### config.mk
export PLATFORM = sky130hd
export DESIGN_NAME = io_bridge
export DESIGN_NICKNAME = d
export VERILOG_FILES = /design/src/rtl/io_bridge_pkg.sv /design/src/rtl/io_addr_decode.sv /design/src/rtl/io_bridge.sv
export SDC_FILE = /design/constraint.sdc
export NUM_CORES = 1
export LEC_CHECK = 0
export BUFFER_PORTS_ARGS = -buffer_cell sky130_fd_sc_hd__buf_2
export CORE_AREA = 8 8 113 115
export CTS_BUF_LIST = sky130_fd_sc_hd__clkbuf_8 sky130_fd_sc_hd__clkbuf_16
export DETAILED_ROUTE_END_ITERATION = 16
export DIE_AREA = 0 0 121 123
export PLACE_DENSITY = 0.83
export SLEW_MARGIN = 20
export SYNTH_ARGS = -nofsm -noshare
export SYNTH_HDL_FRONTEND = slang
export SYNTH_SLANG_ARGS = --single-unit
### constraint.sdc
create_clock -name clk -period 4 [get_ports clk]
set_input_delay 0.2 -clock clk [delete_from_list [all_inputs] [get_ports clk]]
set_output_delay 0.2 -clock clk [all_outputs]
set_load 0.02 [all_outputs]
### src/rtl/io_bridge_pkg.sv
// rtl/io_bridge_pkg.sv - shared types and constants for the IO bridge
package io_bridge_pkg;

    typedef enum logic [1:0] {
        IDLE   = 2'd0,
        ACCESS = 2'd1,
        DONE   = 2'd2
    } state_t;

    // Channel index field is always 3 bits wide, independent of NUM_CH.
    localparam int CH_IDX_W = 3;

    // Width of the optional ACCESS timeout counter.
    localparam int TO_CNT_W = 8;

    // Load data returned for an IO load that does not hit a channel.
    localparam logic [31:0] IO_MISS_RDATA = 32'h0000_0000;

endpackage

### src/rtl/io_addr_decode.sv
// rtl/io_addr_decode.sv - combinational IO window decode into hit and channel index
module io_addr_decode
    import io_bridge_pkg::*;
#(
    parameter int                ADDR_W       = 32,
    parameter logic [ADDR_W-1:0] IO_BASE      = 32'hFFFF_FC00,
    parameter int                CH_SPAN_LOG2 = 4,
    parameter int                NUM_CH       = 4
) (
    input  logic [ADDR_W-1:0]   addr_in,
    output logic                hit,
    output logic [CH_IDX_W-1:0] ch
);

    localparam int TAG_LSB = CH_SPAN_LOG2 + CH_IDX_W;
    localparam logic [ADDR_W-1:0] BASE = IO_BASE;

    // Byte offset inside a channel window does not take part in the decode.
    logic unused_offset;
    assign unused_offset = ^addr_in[CH_SPAN_LOG2-1:0];

    assign ch  = addr_in[TAG_LSB-1:CH_SPAN_LOG2];
    assign hit = (addr_in[ADDR_W-1:TAG_LSB] == BASE[ADDR_W-1:TAG_LSB]) && (32'(ch) < NUM_CH);

endmodule

### src/rtl/io_bridge.sv
// rtl/io_bridge.sv - CPU memory/MMIO bridge; optional ACCESS timeout via IO_BRIDGE_TIMEOUT_EN
module io_bridge
    import io_bridge_pkg::*;
#(
    parameter int                DATA_W       = 32,
    parameter int                ADDR_W       = 32,
    parameter int                NUM_CH       = 4,
    parameter int                DEV_W        = 16,
    parameter logic [ADDR_W-1:0] IO_BASE      = 32'hFFFF_FC00,
    parameter int                CH_SPAN_LOG2 = 4,
    parameter int                TIMEOUT      = 15
) (
    input  logic                    clk,
    input  logic                    rst,
    input  logic                    mem_read,
    input  logic                    mem_write,
    input  logic                    io_read,
    input  logic                    io_write,
    input  logic [ADDR_W-1:0]       addr_in,
    input  logic [DATA_W-1:0]       mem_rdata,
    input  logic [DATA_W-1:0]       reg_wdata,
    output logic [ADDR_W-1:0]       addr_out,
    output logic [DATA_W-1:0]       rdata_out,
    output logic [DATA_W-1:0]       wdata_out,
    output logic                    stall,
    output logic [NUM_CH-1:0]       dev_cs,
    output logic                    dev_we,
    output logic                    dev_re,
    output logic [DATA_W-1:0]       dev_wdata,
    input  logic [NUM_CH*DEV_W-1:0] dev_rdata,
    input  logic [NUM_CH-1:0]       dev_ready,
    output logic                    err
);

    state_t                state_q, state_d;
    logic [CH_IDX_W-1:0]   ch_q;
    logic                  rd_q;
    logic [DATA_W-1:0]     rd_hold;
    logic                  hit;
    logic [CH_IDX_W-1:0]   ch;
    logic                  launch, finish, timeout, to_hit;

    // Pad per-channel inputs to the full 3-bit channel space so ch_q indexes cleanly.
    logic [7:0]            ready_pad;
    logic [8*DEV_W-1:0]    rdata_pad;
    logic [DEV_W-1:0]      dev_sel;
    assign ready_pad = 8'(dev_ready);
    assign rdata_pad = (8*DEV_W)'(dev_rdata);
    assign dev_sel   = rdata_pad[32'(ch_q)*DEV_W +: DEV_W];

    io_addr_decode #(
        .ADDR_W       (ADDR_W),
        .IO_BASE      (IO_BASE),
        .CH_SPAN_LOG2 (CH_SPAN_LOG2),
        .NUM_CH       (NUM_CH)
    ) u_decode (
        .addr_in (addr_in),
        .hit     (hit),
        .ch      (ch)
    );

    // Next-state and stall: stall covers the request cycle and every ACCESS cycle.
    always_comb begin
        state_d = state_q;
        stall   = 1'b0;
        launch  = 1'b0;
        finish  = 1'b0;
        timeout = 1'b0;
        case (state_q)
            IDLE: begin
                if ((io_read || io_write) && hit) begin
                    stall   = 1'b1;
                    launch  = 1'b1;
                    state_d = ACCESS;
                end
            end
            ACCESS: begin
                stall = 1'b1;
                if (ready_pad[ch_q]) begin
                    finish  = 1'b1;
                    state_d = DONE;
                end else if (to_hit) begin
                    timeout = 1'b1;
                    state_d = DONE;
                end
            end
            DONE:    state_d = IDLE;
            default: state_d = IDLE;
        endcase
    end

    // Access registers: latch the request at launch, drop qualifiers when the access ends.
    always_ff @(posedge clk or posedge rst) begin
        if (rst) begin
            state_q   <= IDLE;
            ch_q      <= '0;
            rd_q      <= 1'b0;
            dev_cs    <= '0;
            dev_we    <= 1'b0;
            dev_re    <= 1'b0;
            dev_wdata <= '0;
            rd_hold   <= '0;
        end else begin
            state_q <= state_d;
            if (launch) begin
                ch_q      <= ch;
                rd_q      <= !io_write;
                dev_cs    <= NUM_CH'(1) << ch;
                dev_we    <= io_write;
                dev_re    <= !io_write;
                dev_wdata <= reg_wdata;
            end else if (finish || timeout) begin
                dev_cs <= '0;
                dev_we <= 1'b0;
                dev_re <= 1'b0;
            end
            if (finish && rd_q) begin
                rd_hold <= DATA_W'(dev_sel);
            end else if (timeout) begin
                rd_hold <= '1;
            end
        end
    end

`ifdef IO_BRIDGE_TIMEOUT_EN
    logic [TO_CNT_W-1:0] to_cnt;
    logic                err_q;

    // ACCESS cycle counter and sticky timeout flag.
    always_ff @(posedge clk or posedge rst) begin
        if (rst) begin
            to_cnt <= '0;
            err_q  <= 1'b0;
        end else begin
            if (launch) begin
                to_cnt <= '0;
            end else if (state_q == ACCESS) begin
                to_cnt <= to_cnt + 1'b1;
            end
            if (timeout) begin
                err_q <= 1'b1;
            end
        end
    end

    // Fires in the TIMEOUT-th ACCESS cycle (counter counts completed cycles).
    assign to_hit = (to_cnt == TO_CNT_W'(TIMEOUT - 1));
    assign err    = err_q;
`else
    assign to_hit = 1'b0;
    assign err    = 1'b0;
`endif

    // Load data: completed IO read first, any IO load otherwise reads zero, then memory.
    always_comb begin
        rdata_out = mem_rdata;
        if (state_q == DONE && rd_q) begin
            rdata_out = rd_hold;
        end else if (io_read) begin
            rdata_out = DATA_W'(IO_MISS_RDATA);
        end else if (mem_read) begin
            rdata_out = mem_rdata;
        end
    end

    assign addr_out  = addr_in;
    assign wdata_out = (mem_write || io_write) ? reg_wdata : '0;

endmodule

==> results_dict.tcl <==
set metrics [dict create \
    wl_met2_um 7070 \
    timing.final.crit_share 0.649 \
    grt_pass1_wl_um 19500 \
    start_kind "flip-flop" \
    crit_arrival_ns 2.40 \
    wl_met1_um 4740 \
    r2r-start "state_q[1]$_DFFE_PP0P_" \
    leakage_uw 0.00322 \
    post_cts_buffers 0 \
    routed-via-count 3459 \
    cts.path.max_buffers 2 \
    firstDrtPassIters 4 \
    ir_drop_mv 0.208 \
    dieArea_um2 14900 \
    async_flop_share 1.00 \
    yosys-top-cells-area "dfrtp_1, mux2_4, mux4_2, nor2b_1, buf_4" \
    syn_nets 511 \
    power_frac_comb 0.158 \
    hold_buffers 0 \
    yosys.area.top_type "dfrtp_1" \
    die_w_um 121 \
    drt_wl_total_um 13100 \
    p_sw_uw 418 \
    setup_viol 0 \
    rrSetupSlack_ns 1.41 \
    start_util 0.353 \
    clock.fmax_ghz 0.385 \
    dr.first_iter.drc_count 158 \
    p_sw_frac 0.228 \
    gr-usage-all-layers 0.167 \
    grt_max_degree 61 \
    netlist.area_leader.share 0.384 \
    core_area_um2 11100 \
    critical_path.max_stage_delay_ns 0.60 \
    fin_skew_ns 0.00449 \
    max_slew_margin 0.485 \
    drc 0 \
    yosys_warnings 0 \
    netlist_instances 341 \
    hold_class "input port to asynchronous set/reset pin" \
    synthFlopType "dfrtp_1" \
    viasPerCell 4.63 \
    cap_violations 0 \
    cts_root_buf "clkbuf_16" \
    synth_edf_count 0 \
    grt_pass1_vias 3735 \
    nets 767 \
    ff2ff_path_depth 5 \
    boundaryPins 306 \
    ys_seq_area_frac 0.384 \
    cts-buffers-inserted 9 \
    wl_met3_um 1250 \
    synth_most_common_cell "dfrtp_1" \
    grt-ovfl-total 0 \
    gp_congestion 0.803 \
    final_util 0.507 \
    cts_tree "yes" \
    ys_types 35 \
    cp.required_ns 3.80 \
    critical_path.max_fanout 13 \
    detailed_place_hpwl_um 10800 \
    cts.clk_slew.worst_paths_ns 0.05 \
    antenna_found_initial 2 \
    seq_power_share 0.332 \
    status "finished clean" \
    clkLatencyLatePin_ns 0.32 \
    cts_sinks 60 \
    die_h_um 123 \
    tns_ns 0 \
    drive_gt1_frac 0.651 \
    cts_resized 0 \
    finalHoldViolations 0 \
    synthesis.area_um2 3900 \
    netlist_top_cells_count "dfrtp_1, nor2b_1, buf_4, mux2_4, nand2_1" \
    avgSynthCellArea_um2 11.5 \
    critPathSlowestCell "or4b_1" \
    r2r_end "dev_wdata[8]$_DFFE_PP0P_" \
    drv_slew 0 \
    critPathCaptureType "primary output" \
    p_int_uw 1410 \
    htree_levels 3 \
    n_fill_cell 1036 \
    ant_nets 0 \
    crit_type "flip-flop to primary output" \
    powerDensity_nw_per_um2 326 \
    worst_pin_slew_ns 0.772 \
    port_buffers 295 \
    crit_chain "or4b_1, nor4_4, o2111ai_4, a21oi_1, buf_2" \
    top_layer "met4" \
    area_delta_synth_final_pct 43.8 \
    synth-seq-cells 60 \
    finalCriticalPeriod_ns 2.60 \
    wire_per_inst_um 17.6 \
    pwr-share-clk 0.510 \
    num_rows 39 \
    rsz0062_at_grt "no" \
]
-- critical path, delay by kind of cell (launching register included) --
| kind | cells | cell delay, ns |
|---|---|---|
| buf+inv | 1 | 0.19 |
| compound gates | 2 | 0.60 |
| flops | 1 | 0.41 |
| simple gates | 2 | 0.89 |
-- cell type report --
cell class	instances	area, um2	share of cell area
clock inverters	3	90.1	0.0160
diodes	2	5.00	0.000891
clock buffers	13	280	0.0499
well taps	143	179	0.0319
multi-input cells	221	2030	0.361
repair buffers	300	1510	0.270
inverters	5	18.8	0.00334
flip-flops and latches	60	1500	0.267
-- worst max-delay path by stage --
stage	start	to	slack, ns	cells after the start
2_1_floorplan	state_q[1]$_DFFE_PP0P_	stall	1.72	5
3_3_place_gp	ch_q[2]$_DFFE_PP0P_	rd_hold[2]$_DFFE_PP0P_	1.44	4
3_5_place_dp	state_q[0]$_DFFE_PP0P_	dev_wdata[8]$_DFFE_PP0P_	1.40	5
4_1_cts	state_q[0]$_DFFE_PP0P_	stall	1.36	5
5_1_grt	state_q[1]$_DFFE_PP0P_	stall	1.23	5
6_report	state_q[1]$_DFFE_PP0P_	stall	1.40	5
-- cells in the final DEF, fill, tap and decap left out, types with 2 or more instances in the layout --
| cell type | instances |
|---|---|
| dfrtp_1 | 60 |
| inv_1 | 4 |
| mux2_2 | 22 |
| mux2i_1 | 7 |
| buf_4 | 5 |
| buf_2 | 295 |
| mux4_2 | 16 |
| nand4_1 | 3 |
| nand2b_1 | 17 |
| nor2_1 | 2 |
| clkbuf_16 | 9 |
| diode_2 | 2 |
| bufinv_16 | 3 |
| clkbuf_8 | 4 |
| o21ai_0 | 16 |
| and2_1 | 17 |
| nor2b_1 | 50 |
| mux2_4 | 30 |
| nand2_1 | 23 |
-- cell families (layout without fill, tap and decap cells) --
| logic type | after synthesis | count (layout) | synth area share |
|---|---|---|---|
| AO/OA/AOI/OAI | 21 | 21 | 0.0372 |
| buffers and inverters | 60 | 321 | 0.0987 |
| flip-flops | 60 | 60 | 0.384 |
| multiplexers | 75 | 75 | 0.289 |
| other | 1 | 3 | 0.000960 |
| AND/OR/NAND/NOR | 124 | 124 | 0.190 |
-- metrics by stage --
step	setup WS, ns	cells	power (uW)	hold slack [ns]	cell area, um2
after floorplan	1.72	341	785	0.290	3910
after global placement	1.44	729	906	0.400	5230
after detailed placement	1.40	729	911	0.400	5230
after CTS	1.36	745	1860	0.108	5600
after global routing	1.23	746	1910	0.111	5610
final	1.40	747	1830	0.0936	5610
-- power groups by stage --
stage / clock, uW / combinational (uW) / sequential (uW)
6_report: 934 / 289 / 608
5_1_grt: 991 / 315 / 607
4_1_cts: 957 / 294 / 608
3_5_place_dp: 0 / 293 / 618
3_3_place_gp: 0 / 288 / 618
2_1_floorplan: 0 / 167 / 618
-- registers in the layout, indices dropped and copies added (netlist names) --
| signal | count |
|---|---|
| dev_re | 1 |
| dev_cs | 4 |
| dev_we | 1 |
| rd_q | 1 |
| ch_q | 3 |
| state_q | 2 |
| dev_wdata | 32 |
| rd_hold | 16 |
-- layer usage --
metal  up-vias  track usage
li1       1647            -
met2       176        0.312
met3         8       0.0571
met1      1628        0.174
met4         0       0.0476
met5         -            0
Power figures use the tool's default switching activity.
